$ cat config.mk
export PLATFORM = sky130hd
export DESIGN_NAME = pixel_stream_sink
export DESIGN_NICKNAME = d
export VERILOG_FILES = /design/src/rtl/pixel_stream_pkg.sv /design/src/rtl/pixel_coord_tracker.sv /design/src/rtl/pixel_stream_sink.sv
export SDC_FILE = /design/constraint.sdc
export NUM_CORES = 1
export LEC_CHECK = 0
export ABC_AREA = 1
export BUFFER_PORTS_ARGS = -buffer_cell sky130_fd_sc_hd__buf_2
export CAP_MARGIN = 30
export CORE_MARGIN = 2
export CORE_UTILIZATION = 30
export DETAILED_ROUTE_END_ITERATION = 10
export GPL_ROUTABILITY_DRIVEN = 0
export HOLD_SLACK_MARGIN = 0.15
export MAX_ROUTING_LAYER = met4
export PLACE_DENSITY = 0.55
export SYNTH_ARGS = -nofsm -noshare
export SYNTH_HDL_FRONTEND = slang
export SYNTH_SLANG_ARGS = --single-unit
$ cat constraint.sdc
create_clock -name clk -period 2.1 [get_ports clk]
set_clock_uncertainty 0.2 [all_clocks]
set_input_delay 0.315 -clock clk [delete_from_list [all_inputs] [get_ports clk]]
set_output_delay 0.315 -clock clk [all_outputs]
set_load 0.01 [all_outputs]
$ cat src/rtl/pixel_stream_pkg.sv
// rtl/pixel_stream_pkg.sv - shared types, default geometry and helpers for the pixel-stream sink path
package pixel_stream_pkg;

    localparam int DEFAULT_WIDTH  = 1024;
    localparam int DEFAULT_HEIGHT = 768;
    localparam int DEFAULT_DATA_W = 24;

    typedef enum logic {
        HUNT = 1'b0,
        RUN  = 1'b1
    } state_t;

    typedef struct packed {
        logic [DEFAULT_DATA_W-1:0] data;
        logic                      sof;
        logic                      eol;
    } pixel_beat_t;

    // Coordinate width that stays legal for degenerate one-pixel dimensions.
    function automatic int coord_w(input int n);
        return (n > 1) ? $clog2(n) : 1;
    endfunction

endpackage

$ cat src/rtl/pixel_coord_tracker.sv
// rtl/pixel_coord_tracker.sv - X/Y raster counter with advance, line wrap and restart-from-origin
module pixel_coord_tracker
    import pixel_stream_pkg::*;
#(
    parameter int WIDTH    = DEFAULT_WIDTH,
    parameter int HEIGHT   = DEFAULT_HEIGHT,
    localparam int XW      = coord_w(WIDTH),
    localparam int YW      = coord_w(HEIGHT)
) (
    input  logic          clk,
    input  logic          rst,
    input  logic          i_advance,
    input  logic          i_restart,
    input  logic          i_eol,
    output logic [XW-1:0] o_x,
    output logic [YW-1:0] o_y,
    output logic          o_last_x,
    output logic          o_last_y,
    output logic          o_last_frame
);

    localparam logic [XW-1:0] X_LAST = XW'(WIDTH - 1);
    localparam logic [YW-1:0] Y_LAST = YW'(HEIGHT - 1);

    logic [XW-1:0] r_x;
    logic [YW-1:0] r_y;

    // Outputs describe the beat being presented now; a restart re-bases it at the origin.
    assign o_x          = i_restart ? '0 : r_x;
    assign o_y          = i_restart ? '0 : r_y;
    assign o_last_x     = (o_x == X_LAST);
    assign o_last_y     = (o_y == Y_LAST);
    assign o_last_frame = o_last_x && o_last_y;

    always_ff @(posedge clk) begin
        if (rst) begin
            r_x <= '0;
            r_y <= '0;
        end else if (i_advance) begin
            if (i_eol || o_last_x) begin
                r_x <= '0;
                r_y <= o_last_y ? '0 : o_y + YW'(1);
            end else begin
                r_x <= o_x + XW'(1);
                r_y <= o_y;
            end
        end
    end

endmodule

$ cat src/rtl/pixel_stream_sink.sv
// rtl/pixel_stream_sink.sv - framed pixel-stream receiver with X/Y recovery; ERR_COUNT_EN adds err_count
module pixel_stream_sink
    import pixel_stream_pkg::*;
#(
    parameter int WIDTH   = DEFAULT_WIDTH,
    parameter int HEIGHT  = DEFAULT_HEIGHT,
    parameter int DATA_W  = DEFAULT_DATA_W,
    localparam int XW     = coord_w(WIDTH),
    localparam int YW     = coord_w(HEIGHT)
) (
    input  logic              clk,
    input  logic              rst,
    input  logic              in_valid,
    output logic              in_ready,
    input  logic [DATA_W-1:0] in_data,
    input  logic              in_sof,
    input  logic              in_eol,
    output logic              out_valid,
    input  logic              out_ready,
    output logic [DATA_W-1:0] out_data,
    output logic [XW-1:0]     out_x,
    output logic [YW-1:0]     out_y,
    output logic              frame_done,
    output logic              err_early_eol,
    output logic              err_late_eol,
    output logic              err_sof
`ifdef ERR_COUNT_EN
    ,
    output logic [15:0]       err_count
`endif
);

    state_t              r_state;
    state_t              w_next_state;
    logic                r_expect_sof;
    logic                r_out_valid;
    logic [DATA_W-1:0]   r_out_data;
    logic [XW-1:0]       r_out_x;
    logic [YW-1:0]       r_out_y;
    logic                r_frame_done;
    logic                r_err_early;
    logic                r_err_late;
    logic                r_err_sof;

    logic                w_accept;
    logic                w_hunt_sof;
    logic                w_drop;
    logic                w_resync;
    logic                w_restart;
    logic                w_emit;
    logic                w_early;
    logic                w_late;
    logic [XW-1:0]       w_cur_x;
    logic [YW-1:0]       w_cur_y;
    logic                w_last_x;
    logic                w_last_y;
    logic                w_last_frame;

    pixel_coord_tracker #(
        .WIDTH  (WIDTH),
        .HEIGHT (HEIGHT)
    ) u_tracker (
        .clk          (clk),
        .rst          (rst),
        .i_advance    (w_emit),
        .i_restart    (w_restart),
        .i_eol        (in_eol),
        .o_x          (w_cur_x),
        .o_y          (w_cur_y),
        .o_last_x     (w_last_x),
        .o_last_y     (w_last_y),
        .o_last_frame (w_last_frame)
    );

    always_ff @(posedge clk) begin
        if (rst) begin
            r_state <= HUNT;
        end else begin
            r_state <= w_next_state;
        end
    end

    always_comb begin
        w_next_state = r_state;
        case (r_state)
            HUNT:    if (w_accept && in_sof) w_next_state = RUN;
            RUN:     if (w_accept && w_drop) w_next_state = HUNT;
            default: w_next_state = HUNT;
        endcase
    end

    always_comb begin
        in_ready   = rst || (r_state == HUNT) || !r_out_valid || out_ready;
        w_accept   = in_valid && in_ready;
        w_hunt_sof = (r_state == HUNT) && in_sof;
        w_drop     = (r_state == RUN) && r_expect_sof && !in_sof;
        w_resync   = (r_state == RUN) && !r_expect_sof && in_sof;
        w_restart  = w_hunt_sof || w_resync;
        w_emit     = w_accept && (w_hunt_sof || ((r_state == RUN) && !w_drop));
    end

    // Origin beats (HUNT capture or resync) only honour in_eol as an early line end.
    assign w_early = in_eol && !w_last_x;
    assign w_late  = !in_eol && w_last_x && !w_restart;

    always_ff @(posedge clk) begin
        if (rst) begin
            r_out_valid  <= 1'b0;
            r_out_data   <= '0;
            r_out_x      <= '0;
            r_out_y      <= '0;
            r_frame_done <= 1'b0;
            r_err_early  <= 1'b0;
            r_err_late   <= 1'b0;
            r_err_sof    <= 1'b0;
            r_expect_sof <= 1'b0;
        end else begin
            r_frame_done <= w_emit && w_last_frame;
            r_err_early  <= w_emit && w_early;
            r_err_late   <= w_emit && w_late;
            r_err_sof    <= w_accept && (w_drop || w_resync);
            if (w_emit) begin
                r_out_valid <= 1'b1;
                r_out_data  <= in_data;
                r_out_x     <= w_cur_x;
                r_out_y     <= w_cur_y;
            end else if (out_ready) begin
                r_out_valid <= 1'b0;
            end
            // A line end on the last row closes the frame; the next beat must open one.
            if (w_emit) begin
                r_expect_sof <= w_last_y && (in_eol || w_last_x);
            end else if (w_accept && w_drop) begin
                r_expect_sof <= 1'b0;
            end
        end
    end

    assign out_valid     = r_out_valid;
    assign out_data      = r_out_data;
    assign out_x         = r_out_x;
    assign out_y         = r_out_y;
    assign frame_done    = r_frame_done;
    assign err_early_eol = r_err_early;
    assign err_late_eol  = r_err_late;
    assign err_sof       = r_err_sof;

`ifdef ERR_COUNT_EN
    logic [15:0] r_err_count;

    always_ff @(posedge clk) begin
        if (rst) begin
            r_err_count <= '0;
        end else if ((r_err_early || r_err_late || r_err_sof) && (r_err_count != 16'hFFFF)) begin
            r_err_count <= r_err_count + 16'd1;
        end
    end

    assign err_count = r_err_count;
`endif

endmodule
==> summary.txt, run 1 <==
Synth
  • Post-synth top area share: 43.5%
  • Leading area contributor after synthesis: dfxtp_1
  • Register area share after synthesis: a little over two fifths
  • Mapped cell area: 3270 µm²
  • Mean Syn Cell Area: approximately 7.2 µm²
  • Post-synthesis cell count: ~450
  • Syn Nets: 483
  • Ys async rst share: 0%
  • Synth warn: 0
  • Top cells by area in the synthesized netlist: dfxtp_1 (43%), nand2_1 (9.4%), nor2_1 (8.4%)
  • Post-synthesis cell type count: 34
  • Yosys reg bits: slightly above 70
  • Number of synthesized flops with an enable pin: 0
  • Most frequent cell after synthesis: nand2_1
  • Ys flop type: dfxtp_1
  • Synth top cells by count: nand2_1 (82), nor2_1 (73), dfxtp_1 (71)

Cells and area
  • Layout cells sized above 1: between 20% and 30%
  • Syn-to-layout area delta: 35.4%
  • Post-Layout Cell Count: ~710
  • Fin util: between 40 and 50%
  • Post-route design area: approximately 4400 µm²
  • NumNets Final: 602
  • # diodes: 0

Flow run
  • Max cap viols: 0

Critical path
  • FF-to-FF Start: r_expect_sof
  • Startpoint Class: input port
  • Cells on worst reg2reg path: 13
  • Critical Path Fanout Max: 22
  • Crit path required time: 2140 ps
  • WS Path Type: input port to flop
  • Flop-to-flop setup slack: 130 ps
  • WP data arrival: 2020 ps
  • CP Capture Type: flop
  • RR Endpoint: u_tracker.r_y[8]

STA
  • Final Max Slew Viols: 0
  • Period minus WS final: around 2000 ps
  • Fmax: around 0.51 GHz
  • Final hold violation count: 0
  • Tcrit/Tclk final: a little over nine tenths
  • Final WS setup: between 100 and 150 ps
  • Worst slew margin: just over 70%
  • Final Setup Violations: 0
  • Worst-Margin Slew: between 400 and 500 ps
  • RSZ-0062 raised after global routing: true

GRT
  • Met1 usage: 20.1%
  • First-pass GRT wire length: 14800 µm
  • Antenna violations before repair: 0
  • GRT Util Overall: 16.5%
  • Number of global-route vias before repair: around 3200
  • GRT overflow: 0
  • Met2 Usage GRT: between 20 and 30%
  • Met3 usage: approximately 3.1%
  • Largest net degree at the start of global routing: 44
  • Gr busiest metal: met2

Drt
  • Initial DRC Count: 120
  • Drt pass-1 iters: 5
  • ANT nets after route: 0
  • Total Wirelength: 8960 µm
  • DRC: 0
  • Via density: about 4.6
  • Vias: ~3300
  • Wire per inst: between 10 and 15 µm

Floorplan
  • IO Pins: 80
  • Total die area: 11700 µm²
  • Die Ht: approximately 110 µm
  • Die width: ~110 µm
  • Initial Utilization: between 30% and 40%
  • Core ar.: about 11000 µm²
  • Row count: 38

Hold path
  • Hold path startpoint: in_sof
  • Hold depth: 5
  • Hold path endpoint: r_expect_sof
  • Hold Path Class: input port to flop

Clock tree
  • # H-tree levels: 3
  • Clk_lat worst skew: 350 ps
  • Clock Sink Count: ~70
  • Reg clk slew, reported paths: around 70 ps
  • Number of CTS-inserted buffers: 9
  • Max clock buf depth: 2
  • Root Driver: clkbuf_8
  • CTS tree: done

Pwr
  • VDD IR-drop max: around 340 µV
  • Total power density per cell area: about 650 nW/µm²
  • Static leakage: around 2 nW
  • Overall power: 2.89 mW

Placement
  • Inst Count DP: ~670
  • Post-DP Area: 3860 µm²
  • Detailed placement HPWL: a little under 6000 µm
  • IO Port Bufs: just under 80
  • Pre-CTS setup slack: between 30 and 40 ps

Outcome
  • Outcome: completed
## power by group
| group | internal, mW | total [mW] | switching [mW] |
|---|---|---|---|
| clock | 0.522 | 1.00 | 0.483 |
| sequential | 1.42 | 1.45 | 0.0371 |
| combinational | 0.185 | 0.427 | 0.242 |
| total | 2.12 | 2.89 | 0.762 |
## timing repair
item	in CTS	in global routing
hold endpoints to repair	29	0
buffers inserted	0	2
hold buffers	29	0
gates resized for setup	0	28
endpoints found under the setup margin	0	49
## final cells by class
class | instances | area, µm²
fill | 1126 | 6320
multi-input combinational | 320 | 1600
sequential | 71 | 1420
timing repair buffer | 129 | 892
clock buffer | 15 | 176
tap | 140 | 175
inverter | 39 | 156
## cell usage in the layout (no fill, tap or decap), types with 2 or more instances in the layout
cell type / n
nor2_1: 70
inv_4: 2
dfxtp_2: 2
xor2_1: 3
buf_12: 3
o21ai_1: 11
inv_2: 4
inv_1: 31
nand4_1: 6
clkbuf_1: 3
nor2_2: 5
a21oi_1: 41
nor3_1: 3
dlygate4sd3_1: 29
dfxtp_1: 69
nand2_2: 6
o21ai_0: 34
nor2_4: 5
nand3_1: 38
buf_2: 79
clkbuf_8: 12
nand3b_1: 4
buf_4: 16
nand2_1: 81
## registers in the layout (all words and copies together) (netlist names), 10 cells and up
name / count
out_data: 24
out_x: 10
out_y: 10
u_tracker.r_x: 10
u_tracker.r_y: 10
## metrics by stage
step                      hold WS, ps  TNS, ps
final                             250        0
after global routing              275     -132
after CTS                         246        0
after detailed placement          261        0
after global placement            259        0
after floorplan                   194        0
## critical path, cell delays in order
cell	delay, ps
dlygate4sd3_1	530
buf_2	150
inv_4	50
nand2_2	40
nor2_2	100
nand2_2	70
nand2_2	70
inv_2	50
o21ai_4	100
inv_6	120
buf_6	180
o21ai_0	160
nor2_1	60
## cells by family (layout without fill, tap and decap cells)
kind of cell	Yosys count	in the layout	synth area share (%)
and+or+nand+nor	223	224	31.0
AOI/OAI and AO/OA	90	90	14.7
DFF	71	71	43.5
buffers and inverters	61	183	8.99
xor gates and xnor gates	4	4	1.07
adders and majority gates	2	2	0.765
## how the worst max path moves through the flow
stage	endpoint	from
floorplan	u_tracker.r_y[9]	r_state
global placement	u_tracker.r_y[1]	in_sof
detailed placement	u_tracker.r_y[9]	in_sof
CTS	u_tracker.r_y[9]	r_expect_sof
global route	out_data[20]	rst
finish	out_data[17]	rst
## routing by layer
| layer | vias up | wire length (µm) |
|---|---|---|
| met4 | 0 | 207 |
| met5 | - | 0 |
| li1 | 1707 | - |
| met1 | 1473 | 4110 |
| met3 | 16 | 472 |
| met2 | 102 | 4170 |
(Power assumes the default switching activity.)
==> inputs of run 2 (changes only) <==
- PLACE_DENSITY: 0.55 -> not set
- PLACE_DENSITY_LB_ADDON: not set -> 0.08
==> run 2 against run 1 <==
Sequential power about the same. Via count rose by 0.85%. Fmax decreased by 3.7%. Cell area grew 3.6%. Combinational power rose by 6.3%. Setup slack got worse by 76 ps. Routed wire length increased by 3.8%. Global-route usage up 0.66 points. Power is 2.3% lower. Clock power decreased by 9%. Critical endpoint is now u_tracker.r_y[7]. Highest routed layer unchanged.
==> summary.txt, run 2 (synthesized netlist as in run 1, its figures left out) <==
Placement
  • Inst Count DP: 670 (+0.45%)
  • IO Port Bufs: 79 (unchanged)
  • Detailed placement HPWL: 6090 µm (+3.6%)
  • Post-DP Area: 3870 µm² (+0.26%)

Outcome
  • Outcome: completed

Drt
  • Via density: 4.63 (+0.15%)
  • ANT nets after route: 0 (unchanged)
  • Drt pass-1 iters: 4 (-1)
  • Total Wirelength: 9300 µm (+3.8%)
  • Wire per inst: 12.9 µm (+3.1%)
  • Vias: 3326 (+0.85%)
  • Initial DRC Count: 138 (+15%)
  • DRC: 0 (unchanged)

Critical path
  • CP cell instances: nand2_4, nand2_8, inv_8, nor2_4, ha_4, nand3_4, nor2_4, nand3_4, buf_12, a21oi_4, nand3_2, a21oi_2
  • Crit-path slowest cell: dfxtp_4
  • CP delay by family, top: simple AND/OR/NAND/NOR gates
  • Crit path largest cell delay: 370 ps (-160 ps)
  • Crit path required time: 2180 ps (+40 ps)
  • WS Path Type: flop to flop
  • CP Capture Type: flop
  • Startpoint Class: flop
  • WP data arrival: 2130 ps (+110 ps)
  • WP buf/inv: 2 (-4)
  • Critical Path Fanout Max: 7 (-68%)

STA
  • Final hold violation count: 0 (unchanged)
  • Fmax: 0.487 GHz (-3.7%)
  • Worst slew margin: 72.4% (about the same)
  • Tcrit/Tclk final: 97.7% (+3.6 points)
  • Hold Worst Slack: 266 ps (+15.5 ps)
  • Period minus WS final: 2050 ps (+76.0 ps)
  • Final Setup Violations: 0 (unchanged)
  • RSZ-0062 raised after global routing: true
  • Worst-Margin Slew: 414 ps (+0.0546 ps)
  • Final Max Slew Viols: 0 (unchanged)

Floorplan
  • Core ar.: 10700 µm² (unchanged)
  • Row count: 38 (unchanged)
  • Die width: 108 µm (unchanged)
  • Total die area: 11700 µm² (unchanged)
  • IO Pins: 80 (unchanged)
  • Initial Utilization: 30.4% (unchanged)
  • Die Ht: 108 µm (unchanged)

Pwr
  • VDD IR-drop max: 258 µV (-24%)
  • Switching share of power: 28.1% (+1.7 points)
  • Comb power frac: 16.1% (+1.3 points)
  • Switch Pwr: 0.794 mW (+4.2%)
  • Int Power: 2.03 mW (-4.6%)
  • Static leakage: 2.06 nW (+3.8%)
  • Total power density per cell area: 615 nW/µm² (-5.7%)
  • Part of the power in the clock network: 32.4% (-2.4 points)
  • Reg power frac: 51.5% (+1.1 points)

Cells and area
  • Commonest non-fill, non-tap cell in the layout: nand2_1
  • Post-route design area: 4590 µm² (+3.6%)
  • Layout cells sized above 1: 28.7% (+2.9 points)
  • Commonest non-fill, non-tap cells in the layout: nand2_1 (80), buf_2 (78), nor2_1 (70)
  • Max reg flops: 24 (unchanged)
  • Post-Layout Cell Count: 719 (+0.70%)
  • NumNets Final: 608 (+1.0%)
  • Fin util: 42.7% (+1.5 points)
  • Syn-to-layout area delta: 40.3%
  • # diodes: 0 (unchanged)

GRT
  • GRT Util Overall: 17.2% (+0.66 points)
  • Number of global-route vias before repair: 3225 (+1.5%)
  • GRT overflow: 0 (unchanged)
  • Largest net degree at the start of global routing: 44 (unchanged)
  • Antenna violations before repair: 0 (unchanged)
  • First-pass GRT wire length: 15400 µm (+3.9%)

Clock tree
  • Max clock buf depth: 2 (unchanged)
  • Clk_lat worst skew: 350 ps (about the same)
  • Clock Sink Count: 71 (unchanged)
  • Reg clk slew, reported paths: 70 ps (about the same)
  • Root Driver: clkbuf_8
  • CTS tree: done
  • # H-tree levels: 3 (unchanged)
  • Number of CTS-inserted buffers: 9 (unchanged)

Hold path
  • Hold Path Class: flop to flop

Flow run
  • Max cap viols: 0 (unchanged)
run 2: cell types whose count changed in the layout (fill, tap and decap cells not counted), sizes merged:
| cell | before | now |
|---|---|---|
| nor2 | 80 | 79 |
| clkinvlp | 0 | 1 |
| clkinv | 1 | 6 |
| dlygate4sd3 | 29 | 28 |
| clkbuf | 15 | 11 |
| inv | 38 | 37 |
| buf | 100 | 106 |
run 2: timing repair:
| item | 4_1_cts | 5_1_grt |
|---|---|---|
| hold endpoints to repair | 28 | 0 |
| setup buffers | 0 | 6 |
| gates resized for setup | 0 | 55 |
| endpoints found under the setup margin | 0 | 58 |
| hold buffers | 28 | 0 |
run 2: routing by layer:
metal / part of all wire [%] / track usage (%)
met1: 47 / 22.1
met2: 47 / 26.9
met3: 3.8 / 3.19
met4: 1.6 / 6.41
met5: 0 / -
run 2: final cells by class:
class / instances / area [µm²]
Tap cell: 140 / 175
Timing Repair Buffer: 136 / 1010
Multi-Input combinational cell: 319 / 1660
Inverter: 39 / 164
Fill cell: 1108 / 6160
Clock buffer: 9 / 124
Sequential cell: 71 / 1430
Clock inverter: 5 / 27.5
run 2: path summary, 6_finish.rpt:
path                start          endpoint  slack [ps]  cells past startpoint
max          r_expect_sof  u_tracker.r_y[7]          50                     12
min              out_x[2]          out_x[2]         270                      2
max reg2reg  r_expect_sof  u_tracker.r_y[7]          50                     12
min reg2reg      out_x[2]          out_x[2]         270                      2
run 2: power by group through the flow:
| stage | clock (mW) | sequential (mW) | combinational, mW |
|---|---|---|---|
| 4_1_cts | 0.956 | 1.45 | 0.415 |
| 6_report | 0.914 | 1.45 | 0.454 |
| 3_3_place_gp | 0 | 1.48 | 0.372 |
| 2_1_floorplan | 0 | 1.51 | 0.192 |
| 3_5_place_dp | 0 | 1.48 | 0.374 |
| 5_1_grt | 0.999 | 1.46 | 0.512 |
run 2: worst min-delay path: stages, from the launching register on:
cell,delay (ps)
dfxtp_1,310
nand2_1,60
a21oi_1,50
run 2: stage by stage:
step                      total power [mW]  setup TNS, ps  setup slack [ps]
after detailed placement              1.85              0              36.7
after floorplan                       1.70              0              25.3
after CTS                             2.82              0              22.7
after global placement                1.85              0              74.4
final                                 2.82              0              47.5
after global routing                  2.97           -275             -51.3
